`src/rtl/req_flag_arbiter_if.sv`:
```
// rtl/req_flag_arbiter_if.sv - request/grant bundle between the requesters and req_flag_arbiter
interface req_flag_arbiter_if #(
    parameter int N = 4
);
    localparam int IW = (N > 1) ? $clog2(N) : 1;

    logic [N-1:0]  req;
    logic [N-1:0]  clr;
    logic          done;
    logic [N-1:0]  gnt;
    logic          gnt_valid;
    logic [IW-1:0] gnt_id;
    logic [N-1:0]  pending;
    logic          timeout;

    modport master (
        output req, clr, done,
        input  gnt, gnt_valid, gnt_id, pending, timeout
    );

    modport slave (
        input  req, clr, done,
        output gnt, gnt_valid, gnt_id, pending, timeout
    );
endinterface

```
`src/rtl/req_flag_arbiter.sv`:
```
// rtl/req_flag_arbiter.sv - round-robin arbiter over pending request flags (option: REQ_FLAG_ARBITER_TIMEOUT_EN)
module req_flag_arbiter #(
    parameter int N        = 4,
    parameter int MAX_HOLD = 16
) (
    input  logic              clk,
    input  logic              rst,
    req_flag_arbiter_if.slave bus
);
    localparam int IW = (N > 1) ? $clog2(N) : 1;

    if (N < 2 || N > 16 || MAX_HOLD < 2 || MAX_HOLD > 255) begin : g_bad_param
        $error("req_flag_arbiter: parameter out of range");
    end

    typedef enum logic {
        IDLE  = 1'b0,
        GRANT = 1'b1
    } state_t;

    state_t        state_q, state_d;
    logic [N-1:0]  pending_q, pending_d;
    logic [N-1:0]  gnt_q, gnt_d;
    logic          gnt_valid_q, gnt_valid_d;
    logic [IW-1:0] gnt_id_q, gnt_id_d;
    logic [IW-1:0] ptr_q, ptr_d;
    logic          timeout_q, timeout_d;

    logic [IW-1:0] win;
    logic          any_pend;
    logic          holder_clr;
    logic          hit_limit;
    logic          release_w;
    logic          issue_en;
    logic [N-1:0]  issue;

    // Winner: first registered pending bit at or after ptr, wrapping modulo N
    always_comb begin
        logic [IW:0] sum;
        logic        found;
        win   = '0;
        found = 1'b0;
        sum   = '0;
        for (int k = 0; k < N; k++) begin
            sum = {1'b0, ptr_q} + (IW+1)'(k);
            if (sum >= (IW+1)'(N)) begin
                sum = sum - (IW+1)'(N);
            end
            if (!found && pending_q[sum[IW-1:0]]) begin
                found = 1'b1;
                win   = sum[IW-1:0];
            end
        end
    end

    assign any_pend   = |pending_q;
    assign holder_clr = bus.clr[gnt_id_q];

`ifdef REQ_FLAG_ARBITER_TIMEOUT_EN
    logic [7:0] hold_q, hold_d;

    assign hit_limit = (state_q == GRANT) && (hold_q == 8'(MAX_HOLD - 1));

    // Hold counter: restarts on every issue, counts cycles spent in GRANT
    always_comb begin
        hold_d = '0;
        if (issue_en) begin
            hold_d = '0;
        end else if (state_q == GRANT && !release_w) begin
            hold_d = hold_q + 8'd1;
        end
    end

    // Hold counter register
    always_ff @(posedge clk) begin
        if (!rst) begin
            hold_q <= '0;
        end else begin
            hold_q <= hold_d;
        end
    end
`else
    assign hit_limit = 1'b0;
`endif

    assign release_w = (state_q == GRANT) && (bus.done || holder_clr || hit_limit);
    assign issue_en  = any_pend && ((state_q == IDLE) || release_w);
    assign issue     = issue_en ? (N'(1) << win) : '0;

    // Next state: issue a new grant, drop to idle on release, or hold
    always_comb begin
        state_d     = state_q;
        gnt_d       = gnt_q;
        gnt_valid_d = gnt_valid_q;
        gnt_id_d    = gnt_id_q;
        ptr_d       = ptr_q;
        pending_d   = (pending_q | bus.req) & ~bus.clr & ~issue;
        // A forced release only counts when neither done nor cancel beat it
        timeout_d   = hit_limit && !bus.done && !holder_clr;
        if (issue_en) begin
            state_d     = GRANT;
            gnt_d       = issue;
            gnt_valid_d = 1'b1;
            gnt_id_d    = win;
            ptr_d       = (win == IW'(N - 1)) ? '0 : win + IW'(1);
        end else if (release_w) begin
            state_d     = IDLE;
            gnt_d       = '0;
            gnt_valid_d = 1'b0;
            gnt_id_d    = '0;
        end
    end

    // State and output registers
    always_ff @(posedge clk) begin
        if (!rst) begin
            state_q     <= IDLE;
            pending_q   <= '0;
            gnt_q       <= '0;
            gnt_valid_q <= 1'b0;
            gnt_id_q    <= '0;
            ptr_q       <= '0;
            timeout_q   <= 1'b0;
        end else begin
            state_q     <= state_d;
            pending_q   <= pending_d;
            gnt_q       <= gnt_d;
            gnt_valid_q <= gnt_valid_d;
            gnt_id_q    <= gnt_id_d;
            ptr_q       <= ptr_d;
            timeout_q   <= timeout_d;
        end
    end

    assign bus.gnt       = gnt_q;
    assign bus.gnt_valid = gnt_valid_q;
    assign bus.gnt_id    = gnt_id_q;
    assign bus.pending   = pending_q;
    assign bus.timeout   = timeout_q;
endmodule

```
`src/flat_wrapper.sv`:
```
// flat-port wrapper written by rule: the top's interface ports become plain ports
module req_flag_arbiter_flat 
#(
    parameter int N        = 4,
    parameter int MAX_HOLD = 16
)
  (clk, rst, bus_req, bus_clr, bus_done, bus_gnt, bus_gnt_valid, bus_gnt_id, bus_pending, bus_timeout);
  req_flag_arbiter_if #(.N(N)) bus_i ();
  input  logic clk;
  input  logic rst;
  input wire logic [$bits(bus_i.req)-1:0] bus_req;
  input wire logic [$bits(bus_i.clr)-1:0] bus_clr;
  input wire logic [$bits(bus_i.done)-1:0] bus_done;
  output wire logic [$bits(bus_i.gnt)-1:0] bus_gnt;
  output wire logic [$bits(bus_i.gnt_valid)-1:0] bus_gnt_valid;
  output wire logic [$bits(bus_i.gnt_id)-1:0] bus_gnt_id;
  output wire logic [$bits(bus_i.pending)-1:0] bus_pending;
  output wire logic [$bits(bus_i.timeout)-1:0] bus_timeout;
  assign bus_i.req = bus_req;
  assign bus_i.clr = bus_clr;
  assign bus_i.done = bus_done;
  assign bus_gnt = bus_i.gnt;
  assign bus_gnt_valid = bus_i.gnt_valid;
  assign bus_gnt_id = bus_i.gnt_id;
  assign bus_pending = bus_i.pending;
  assign bus_timeout = bus_i.timeout;
  req_flag_arbiter #(.N(N), .MAX_HOLD(MAX_HOLD)) u_core (.clk(clk), .rst(rst), .bus(bus_i));
endmodule
```
`config.mk`:
```
export PLATFORM = sky130hd
export DESIGN_NAME = req_flag_arbiter_flat
export DESIGN_NICKNAME = d
export VERILOG_FILES = /design/src/rtl/req_flag_arbiter_if.sv /design/src/rtl/req_flag_arbiter.sv /design/src/flat_wrapper.sv
export SDC_FILE = /design/constraint.sdc
export NUM_CORES = 1
export LEC_CHECK = 0
export BUFFER_PORTS_ARGS = -buffer_cell sky130_fd_sc_hd__buf_2
export CORE_MARGIN = 10
export CORE_UTILIZATION = 47
export CTS_CLUSTER_DIAMETER = 200
export DETAILED_ROUTE_END_ITERATION = 10
export GPL_TIMING_DRIVEN = 0
export PLACE_DENSITY_LB_ADDON = 0.3
export SLEW_MARGIN = 20
export SYNTH_ARGS = -nofsm -noshare
export SYNTH_HDL_FRONTEND = slang
export SYNTH_SLANG_ARGS = --single-unit
```
`constraint.sdc`:
```
create_clock -name clk -period 2.5 [get_ports clk]
set_clock_uncertainty 0.2 [all_clocks]
set_input_delay 0.25 -clock clk [delete_from_list [all_inputs] [get_ports clk]]
set_output_delay 0.25 -clock clk [all_outputs]
set_load 0.05 [all_outputs]
```
==> impl_metrics.env, run 1 <==
export IMPL_synth_distinct_cells=24
export IMPL_status="completed"
export IMPL_dpl_cell_area_um2=806
export IMPL_layout_cells_most_common="buf_2"
export IMPL_synth_avg_cell_area_um2=10.3
export IMPL_portBuffers=20
export IMPL_synth_area_leaders="dfxtp_1 (38%), a32o_1 (8.7%), ha_1 (7.3%)"
export IMPL_crit_path_max_fanout=5
export IMPL_cts_resized=0
export IMPL_min_period_ns=2.23
export IMPL_max_stage_delay_ns=0.45
export IMPL_setup_violations=0
export IMPL_io_pins=23
export IMPL_met2_usage=0.161
export IMPL_h_tree_depth=1
export IMPL_clk_pin_slew_ns=0.08
export IMPL_finalInstanceArea_um2=873
export IMPL_cts_root_buf="clkbuf_4"
export IMPL_use_met1=0.114
export IMPL_vias=621
export IMPL_mostFrequentLayoutCells="buf_2 (20), dfxtp_1 (13), inv_1 (6), nor2_1 (6), a32o_1 (6)"
export IMPL_grt_pass1_vias=628
export IMPL_cts_setup_buffers=0
export IMPL_gp_congestion=0.741
export IMPL_fill_cells=119
export IMPL_cts_buffers=3
export IMPL_syn_area_um2=687
export IMPL_yosys_area_top_type="dfxtp_1"
export IMPL_first_iter_violations=8
export IMPL_ir_drop_mv=0.393
export IMPL_dpl_cell_count=102
export IMPL_die_area_um2=3390
export IMPL_seq_area_frac_synth=0.379
export IMPL_via_per_inst=5.65
export IMPL_final_layout_size_suffix_gt1_frac=0.326
export IMPL_arrival_ns=2.20
export IMPL_drv_cap=0
export IMPL_fin_nets=111
export IMPL_die_y_um=58.2
export IMPL_crit_path_end_kind="flop"
export IMPL_grt_max_degree=11
export IMPL_fp_row_count=13
export IMPL_cp_common_cell="inv_1"
export IMPL_antenna_found_initial=0
export IMPL_use_met3=0.0632
export IMPL_timing_final_crit_share=0.893
export IMPL_start_util=0.515
export IMPL_cts_buffer_depth=2
export IMPL_synth_yosys_warnings=0
export IMPL_cts_sinks=13
export IMPL_fmax_mhz=448
export IMPL_critical_path_required_ns=2.47
export IMPL_hp_class="in -> reg"
export IMPL_dr_pass1_iters=4
export IMPL_postSynthCellCount=67
export IMPL_power_density_nw_per_um2=613
export IMPL_overflow=0
export IMPL_ant_nets=0
export IMPL_syn_nets=82
export IMPL_crit_chain="inv_1 > a22o_1 > a211oi_2 > inv_1 > ha_1 > a2111oi_0"
export IMPL_path_class="reg -> reg"
export IMPL_dp_hpwl_um=1340
export IMPL_areaGrowthSynthToFinish_pct=27.1
export IMPL_core_um2=1330
export IMPL_p_leak_nw=0.378
export IMPL_synth_seq_cells=13
export IMPL_busiest_layer="met2"
export IMPL_tns_ns=0
export IMPL_grt_usage=0.102
export IMPL_diodes=0
export IMPL_finalNonFillerCells=110
export IMPL_maxSlewViolCount=0
export IMPL_slowest_stage="dfxtp_1"
export IMPL_drcViolationCount=0
export IMPL_timing_final_hold_violations=0
export IMPL_cts_tree="yes"
export IMPL_routed_wl_um=1700
export IMPL_yosysTopAreaCellShare=0.379
export IMPL_cp_start_kind="flop"
export IMPL_worstSkewPairLatency_ns=0.28
export IMPL_wire_per_inst_um=15.5
export IMPL_grt_setup_unrepaired="false"
export IMPL_die_w_um=58.2
export IMPL_grt_pass1_wl_um=2840
state kept, by name, summed over array words and instances, names as in the netlist:
name                flops
u_core.bus.gnt          4
u_core.bus.gnt_id       2
u_core.bus.pending      4
u_core.ptr_q            2
u_core.state_q          1
routing by layer:
metal | vias to the layer above | wire, µm
met3 | 2 | 199
met5 | - | 0
met4 | 0 | 8
met1 | 287 | 761
met2 | 27 | 731
li1 | 305 | -
worst max-delay path, delay by kind of cell, from the launching register on:
family | cells | cell delay, ns
DFF | 1 | 0.45
adders and majority gates | 1 | 0.26
buffers and inverters | 2 | 0.22
AOI/OAI and AO/OA | 3 | 0.99
worst paths after layout:
kind / slack (ns) / end / cells after the start / from
worst min-delay path: 0.03 / u_core.bus.pending[2] / 3 / bus_req[2]
worst max-delay path: 0.27 / u_core.bus.pending[2] / 6 / u_core.bus.pending[3]
worst max register to register: 0.27 / u_core.bus.pending[2] / 6 / u_core.bus.pending[3]
worst min register to register: 0.28 / u_core.bus.gnt[0] / 1 / u_core.bus.gnt[0]
final cells by class:
class                   count  area (µm²)  area share
plain buffers               3        22.5      0.0258
inverters                   6        22.5      0.0258
clock inverters             1        5.00     0.00573
clock buffers               3        22.5      0.0258
repair buffers             24         140       0.160
well taps                  15        18.8      0.0215
multi-input cells          45         382       0.437
flip-flops and latches     13         260       0.298
per-stage QoR:
| step | util | hold slack (ns) | total power [mW] | setup slack (ns) |
|---|---|---|---|---|
| 4_1_cts | 0.655 | 0.0324 | 0.538 | 0.258 |
| 3_5_place_dp | 0.604 | 0.236 | 0.401 | 0.269 |
| 3_3_place_gp | 0.604 | 0.233 | 0.397 | 0.369 |
| 5_1_grt | 0.655 | 0.0495 | 0.563 | 0.0652 |
| 2_1_floorplan | - | 0.133 | 0.362 | 0.153 |
| 6_report | 0.655 | 0.0349 | 0.535 | 0.268 |
Yosys cell counts:
cell       instances
a31oi_4            1
and3b_1            1
conb_1             1
nor2_1             6
a32o_1             6
nand3_1            1
a2111oi_0          4
a221oi_4           1
o21ai_0            2
buf_6              1
clkbuf_1           1
nor4_4             1
a22o_1             1
inv_1              6
a211oi_2           2
nor3b_1            1
dfxtp_1           13
ha_1               4
a21oi_1            4
nand2_1            3
mux2i_1            2
buf_4              1
nand2b_1           3
a31oi_1            1
cell families after synthesis:
group | share of synthesized area
muxes | 0.0291
and+or+nand+nor | 0.138
DFF | 0.379
other | 0.00546
buffers and inverters | 0.0656
AOI/OAI and AO/OA | 0.310
adders and majority gates | 0.0729
repair_timing:
action                                  in CTS  in global routing
endpoints found under the hold margin        4                  0
endpoints found under the setup margin       0                  0
hold buffers                                 4                  0
power breakdown:
part / switching, mW / total (mW) / internal [mW]
sequential: 0.0164 / 0.239 / 0.223
clock: 0.0750 / 0.134 / 0.0594
combinational: 0.104 / 0.162 / 0.0577
(Power assumes the default switching activity.)
==> run 2: changes to the inputs <==
--- a/config.mk
+++ b/config.mk
@@ -5,9 +5,10 @@
 export SDC_FILE = /design/constraint.sdc
 export NUM_CORES = 1
 export LEC_CHECK = 0
+export ABC_AREA = 1
 export BUFFER_PORTS_ARGS = -buffer_cell sky130_fd_sc_hd__buf_2
 export CORE_MARGIN = 10
-export CORE_UTILIZATION = 47
+export CORE_UTILIZATION = 50
 export CTS_CLUSTER_DIAMETER = 200
 export DETAILED_ROUTE_END_ITERATION = 10
 export GPL_TIMING_DRIVEN = 0
==> impl_metrics.env, run 2 <==
export IMPL_fill_cells=143
export IMPL_routed_wl_um=2030
export IMPL_dr_pass1_iters=4
export IMPL_fp_row_count=14
export IMPL_cts_sinks=13
export IMPL_overflow=0
export IMPL_synth_yosys_warnings=0
export IMPL_worst_pin_slew_ns=0.601
export IMPL_fmax_mhz=482
export IMPL_p_leak_nw=0.579
export IMPL_synth_distinct_cells=21
export IMPL_cts_root_buf="clkbuf_4"
export IMPL_finalNonFillerCells=167
export IMPL_cts_setup_buffers=0
export IMPL_ys_async_sr_fraction=0
export IMPL_crit_path_end_kind="flop"
export IMPL_drv_cap=0
export IMPL_max_stage_delay_ns=0.42
export IMPL_cp_common_cell="nand2_1"
export IMPL_synth_avg_cell_area_um2=6.62
export IMPL_io_pins=23
export IMPL_wl_met3_um=155
export IMPL_syn_area_um2=835
export IMPL_mostFrequentLayoutCells="nand2_1 (43), inv_1 (22), buf_2 (21)"
export IMPL_drcViolationCount=0
export IMPL_timing_final_crit_share=0.829
export IMPL_cts_resized=0
export IMPL_postSynthCellCount=126
export IMPL_grt_pass1_wl_um=3420
export IMPL_cts_tree="yes"
export IMPL_slowest_stage="dfxtp_1"
export IMPL_dp_hpwl_um=1690
export IMPL_dpl_cell_count=163
export IMPL_path_class="reg -> reg"
export IMPL_hp_class="in -> reg"
export IMPL_grt_max_degree=9
export IMPL_die_w_um=60.9
export IMPL_cts_buffer_depth=2
export IMPL_via_per_inst=4.89
export IMPL_finalInstanceArea_um2=986
export IMPL_grt_usage=0.116
export IMPL_cp_start_kind="flop"
export IMPL_timing_final_hold_violations=0
export IMPL_areaGrowthSynthToFinish_pct=18.1
export IMPL_layout_cells_most_common="nand2_1"
export IMPL_fin_nets=167
export IMPL_clk_pin_slew_ns=0.08
export IMPL_ant_nets=0
export IMPL_core_um2=1540
export IMPL_seq_area_frac_synth=0.312
export IMPL_hold_depth=3
export IMPL_synth_common_cells="nand2_1 (43), inv_1 (22), dfxtp_1 (13)"
export IMPL_yosysMostFrequentCell="nand2_1"
export IMPL_cts_buffers=3
export IMPL_slew_headroom=0.595
export IMPL_portBuffers=21
export IMPL_die_area_um2=3700
export IMPL_syn_nets=141
export IMPL_diodes=0
export IMPL_yosys_area_top_type="dfxtp_1"
export IMPL_start_util=0.541
export IMPL_wire_per_inst_um=12.1
export IMPL_min_period_ns=2.07
export IMPL_dpl_cell_area_um2=960
export IMPL_met2WireLength_um=938
export IMPL_status="completed"
export IMPL_arrival_ns=2.04
export IMPL_die_y_um=60.9
export IMPL_h_tree_depth=1
export IMPL_setup_violations=0
export IMPL_tns_ns=0
export IMPL_highest_layer="met4"
export IMPL_worstSkewPairLatency_ns=0.27
export IMPL_reg2reg_depth=14
export IMPL_antenna_found_initial=0
export IMPL_yosysTopAreaCellShare=0.312
export IMPL_grt_pass1_vias=810
export IMPL_final_layout_size_suffix_gt1_frac=0.265
export IMPL_maxSlewViolCount=0
export IMPL_synth_top_flop_cell="dfxtp_1"
export IMPL_met1_length_um=921
export IMPL_synth_edff_count=0
export IMPL_gp_congestion=0.844
export IMPL_synth_area_leaders="dfxtp_1 (31%), nand2_1 (19%), inv_1 (9.9%)"
export IMPL_vias=817
export IMPL_grt_setup_unrepaired="false"
export IMPL_synth_seq_cells=13
export IMPL_ir_drop_mv=0.560
export IMPL_first_iter_violations=21
export IMPL_crit_path_max_fanout=6
export IMPL_power_density_nw_per_um2=971
export IMPL_critical_path_required_ns=2.47
export IMPL_cts_hold_buf=0
export IMPL_crit_chain="inv_2 > nand2_1 > nand2_2 > nand2_1 > nand2_1 > nand2_1 > inv_1 > nand2_2 > nand3_1 > nand2_1 > inv_1 > ha_1 > o21ai_0 > a21oi_1"
==> run 2: power by group <==
group | total [mW] | internal (mW) | switching, mW
Combinational | 0.542 | 0.161 | 0.382
Clock | 0.130 | 0.0618 | 0.0684
Sequential | 0.285 | 0.249 | 0.0362
==> run 2: worst max-delay path: cells and delay by family, from the launching register on <==
kind | cells | cell delay [ns]
AND/OR/NAND/NOR | 8 | 0.59
adder cells (fa/ha/maj) | 1 | 0.29
AO/OA/AOI/OAI | 2 | 0.23
flip-flops | 1 | 0.42
buffers and inverters | 3 | 0.22
==> run 2: cell type report <==
cell class                      count  area (µm²)  area share
Multi-Input combinational cell     87         460       0.467
Clock buffer                        4        26.3      0.0266
Inverter                           24        95.1      0.0964
Buffer                              2        18.8      0.0190
Sequential cell                    13         260       0.264
Timing Repair Buffer               21         105       0.107
Tap cell                           16        20.0      0.0203
==> run 2: cells by family after synthesis <==
| group | count (synthesis) | synth area share |
|---|---|---|
| adders and majority gates | 4 | 0.0600 |
| AOI/OAI and AO/OA | 16 | 0.121 |
| DFF | 13 | 0.312 |
| buffers and inverters | 26 | 0.136 |
| other | 1 | 0.00449 |
| and+or+nand+nor | 66 | 0.366 |
==> run 2: per-layer routing <==
layer,global-route usage,vias up
met5,0,-
li1,-,440
met3,0.0564,2
met4,0.0313,0
met2,0.182,18
met1,0.137,357
==> run 2: per-stage QoR <==
step | hold slack [ns] | power [mW] | utilization | worst slack, ns
CTS | 0.0163 | 0.959 | 0.640 | 0.432
detailed placement | 0.258 | 0.827 | 0.623 | 0.465
global route | 0.0503 | 1.04 | 0.640 | 0.235
global placement | 0.254 | 0.816 | 0.623 | 0.491
floorplan | 0.188 | 0.715 | - | 0.283
finish | 0.0186 | 0.957 | 0.640 | 0.426
==> run 2: path summary, 6_finish.rpt <==
kind,startpoint,to,slack [ns]
min,bus_req[1],u_core.bus.pending[1],0.02
min reg2reg,u_core.bus.gnt[3],u_core.bus.gnt[3],0.27
max reg2reg,u_core.ptr_q[1],u_core.ptr_q[1],0.43
max,u_core.ptr_q[1],u_core.ptr_q[1],0.43
==> run 3: changes to the inputs <==
--- a/config.mk
+++ b/config.mk
@@ -7,8 +7,9 @@
 export LEC_CHECK = 0
 export ABC_AREA = 1
 export BUFFER_PORTS_ARGS = -buffer_cell sky130_fd_sc_hd__buf_2
+export CORE_ASPECT_RATIO = 0.7
 export CORE_MARGIN = 10
-export CORE_UTILIZATION = 50
+export CORE_UTILIZATION = 45
 export CTS_CLUSTER_DIAMETER = 200
 export DETAILED_ROUTE_END_ITERATION = 10
 export GPL_TIMING_DRIVEN = 0
==> constraint.sdc (replaced) <==
create_clock -name clk -period 1.8 [get_ports clk]
set_clock_uncertainty 0.2 [all_clocks]
set_input_delay 0.18 -clock clk [delete_from_list [all_inputs] [get_ports clk]]
set_output_delay 0.18 -clock clk [all_outputs]
set_load 0.05 [all_outputs]
==> impl_metrics.env, run 3 (same netlist as run 2, synthesis figures left out) <==
export IMPL_status="finished with violations"
export IMPL_failed_checks="negative setup slack"
export IMPL_gp_congestion=0.845
export IMPL_fill_cells=108
export IMPL_min_from="bus_done"
export IMPL_first_iter_violations=64
export IMPL_grt_max_degree=9
export IMPL_critical_path_required_ns=1.78
export IMPL_cts_buffer_depth=2
export IMPL_maxSlewViolCount=0
export IMPL_fmax_mhz=505
export IMPL_total_power_mw=1.76
export IMPL_arrival_ns=1.97
export IMPL_cp_start_kind="flop"
export IMPL_wire_per_inst_um=15.6
export IMPL_cts_root_buf="clkbuf_4"
export IMPL_reg2reg_depth=15
export IMPL_p_leak_nw=0.674
export IMPL_setup_violations=12
export IMPL_crit_path_end_kind="flop"
export IMPL_cts_buffers=3
export IMPL_fin_nets=183
export IMPL_areaGrowthSynthToFinish_pct=55.9
export IMPL_dp_hpwl_um=1840
export IMPL_dr_pass1_iters=4
export IMPL_io_pins=23
export IMPL_highest_layer="met4"
export IMPL_wl_met3_um=255
export IMPL_portBuffers=21
export IMPL_die_w_um=71.5
export IMPL_diodes=0
export IMPL_regToRegStartpoint="u_core.ptr_q[0]"
export IMPL_min_period_ns=1.98
export IMPL_finalInstanceArea_um2=1300
export IMPL_met1_length_um=1160
export IMPL_layout_cells_most_common="nand2_1"
export IMPL_start_util=0.501
export IMPL_timing_final_hold_violations=0
export IMPL_cts_sinks=13
export IMPL_antenna_found_initial=0
export IMPL_worstSkewPairLatency_ns=0.29
export IMPL_die_area_um2=4000
export IMPL_die_y_um=56.0
export IMPL_drcViolationCount=0
export IMPL_final_layout_size_suffix_gt1_frac=0.521
export IMPL_r2r_end="u_core.bus.pending[2]"
export IMPL_h_tree_depth=1
export IMPL_grt_setup_unrepaired="true"
export IMPL_setup_ws_ns=-0.181
export IMPL_grt_pass1_vias=1025
export IMPL_power_density_nw_per_um2=1350
export IMPL_grt_usage=0.139
export IMPL_fp_row_count=12
export IMPL_vias=1005
export IMPL_overflow=0
export IMPL_via_per_inst=5.35
export IMPL_fin_util=0.781
export IMPL_hold_depth=5
export IMPL_path_class="reg -> reg"
export IMPL_cts_tree="yes"
export IMPL_mostFrequentLayoutCells="nand2_1 (29), buf_2 (21), nand2_2 (19)"
export IMPL_drv_cap=0
export IMPL_met2WireLength_um=1410
export IMPL_clk_pin_slew_ns=0.09
export IMPL_hp_class="in -> reg"
export IMPL_whs_endpoint="u_core.state_q"
export IMPL_r2r_slack_ns=-0.18
export IMPL_ant_nets=0
export IMPL_routed_wl_um=2930
export IMPL_grt_pass1_wl_um=4550
export IMPL_crit_path_max_fanout=8
export IMPL_core_um2=1670
export IMPL_ir_drop_mv=0.953
export IMPL_dpl_cell_area_um2=1020
export IMPL_timing_final_crit_share=1.10
[run 3: cell type report]
cell class	instances	area, µm²	share of cell area
buffer	2	22.5	0.0173
clock buffer	4	26.3	0.0202
inverter	24	103	0.0788
multi-input combinational	87	596	0.458
sequential	13	280	0.215
tap	21	26.3	0.0202
timing repair buffer	37	248	0.190
[run 3: power by group]
group,switching (mW),leakage [nW],total [mW],internal [mW]
sequential,0.0631,0.110,0.416,0.352
combinational,0.734,0.549,1.15,0.414
clock,0.109,0.0150,0.195,0.0864
total,0.906,0.674,1.76,0.853
[run 3: worst max-delay path, cell delays in order, from the launching register on]
cell,delay [ns]
dfxtp_2,0.34
buf_8,0.14
inv_8,0.05
nand2_1,0.06
nand2_2,0.06
nand2_1,0.08
nand2_2,0.07
nor2_4,0.16
nand2_2,0.09
nand3_2,0.10
nand2_4,0.08
inv_4,0.07
ha_2,0.16
nand2_2,0.07
o2111ai_2,0.08
inv_1,0.06
[run 3: worst max path at each step]
stage / from / end / slack (ns) / cells after the start
floorplan: u_core.ptr_q[0] / u_core.ptr_q[1] / 0.0007 / 14
global placement: u_core.ptr_q[0] / u_core.ptr_q[1] / -0.12 / 14
detailed placement: u_core.ptr_q[0] / u_core.bus.pending[1] / -0.20 / 15
CTS: u_core.ptr_q[0] / u_core.bus.pending[2] / -0.12 / 15
global route: u_core.ptr_q[0] / u_core.bus.pending[0] / -0.30 / 14
finish: u_core.ptr_q[0] / u_core.bus.pending[2] / -0.18 / 15
[run 3: repair_timing]
action                                  4_1_cts  5_1_grt
pin swaps                                    10        2
hold buffers                                  9        0
hold endpoints to repair                      5        0
resized for setup                            25        6
endpoints found under the setup margin        9       12
setup buffers                                 4        3
[run 3: metrics by stage]
step           hold WS (ns)  instances  setup WS [ns]  setup TNS, ns
3_3_place_gp          0.226        168         -0.122         -0.726
3_5_place_dp          0.231        168         -0.200          -1.24
4_1_cts              0.0314        185         -0.116         -0.756
5_1_grt               0.187        188         -0.304          -2.65
6_report              0.173        188         -0.181          -1.49
2_1_floorplan         0.114        126       0.000690              0
[run 3: layer usage]
layer | vias up | GRT usage
li1 | 476 | -
met1 | 473 | 0.147
met2 | 42 | 0.246
met3 | 14 | 0.0641
met4 | 0 | 0.0247
met5 | - | 0
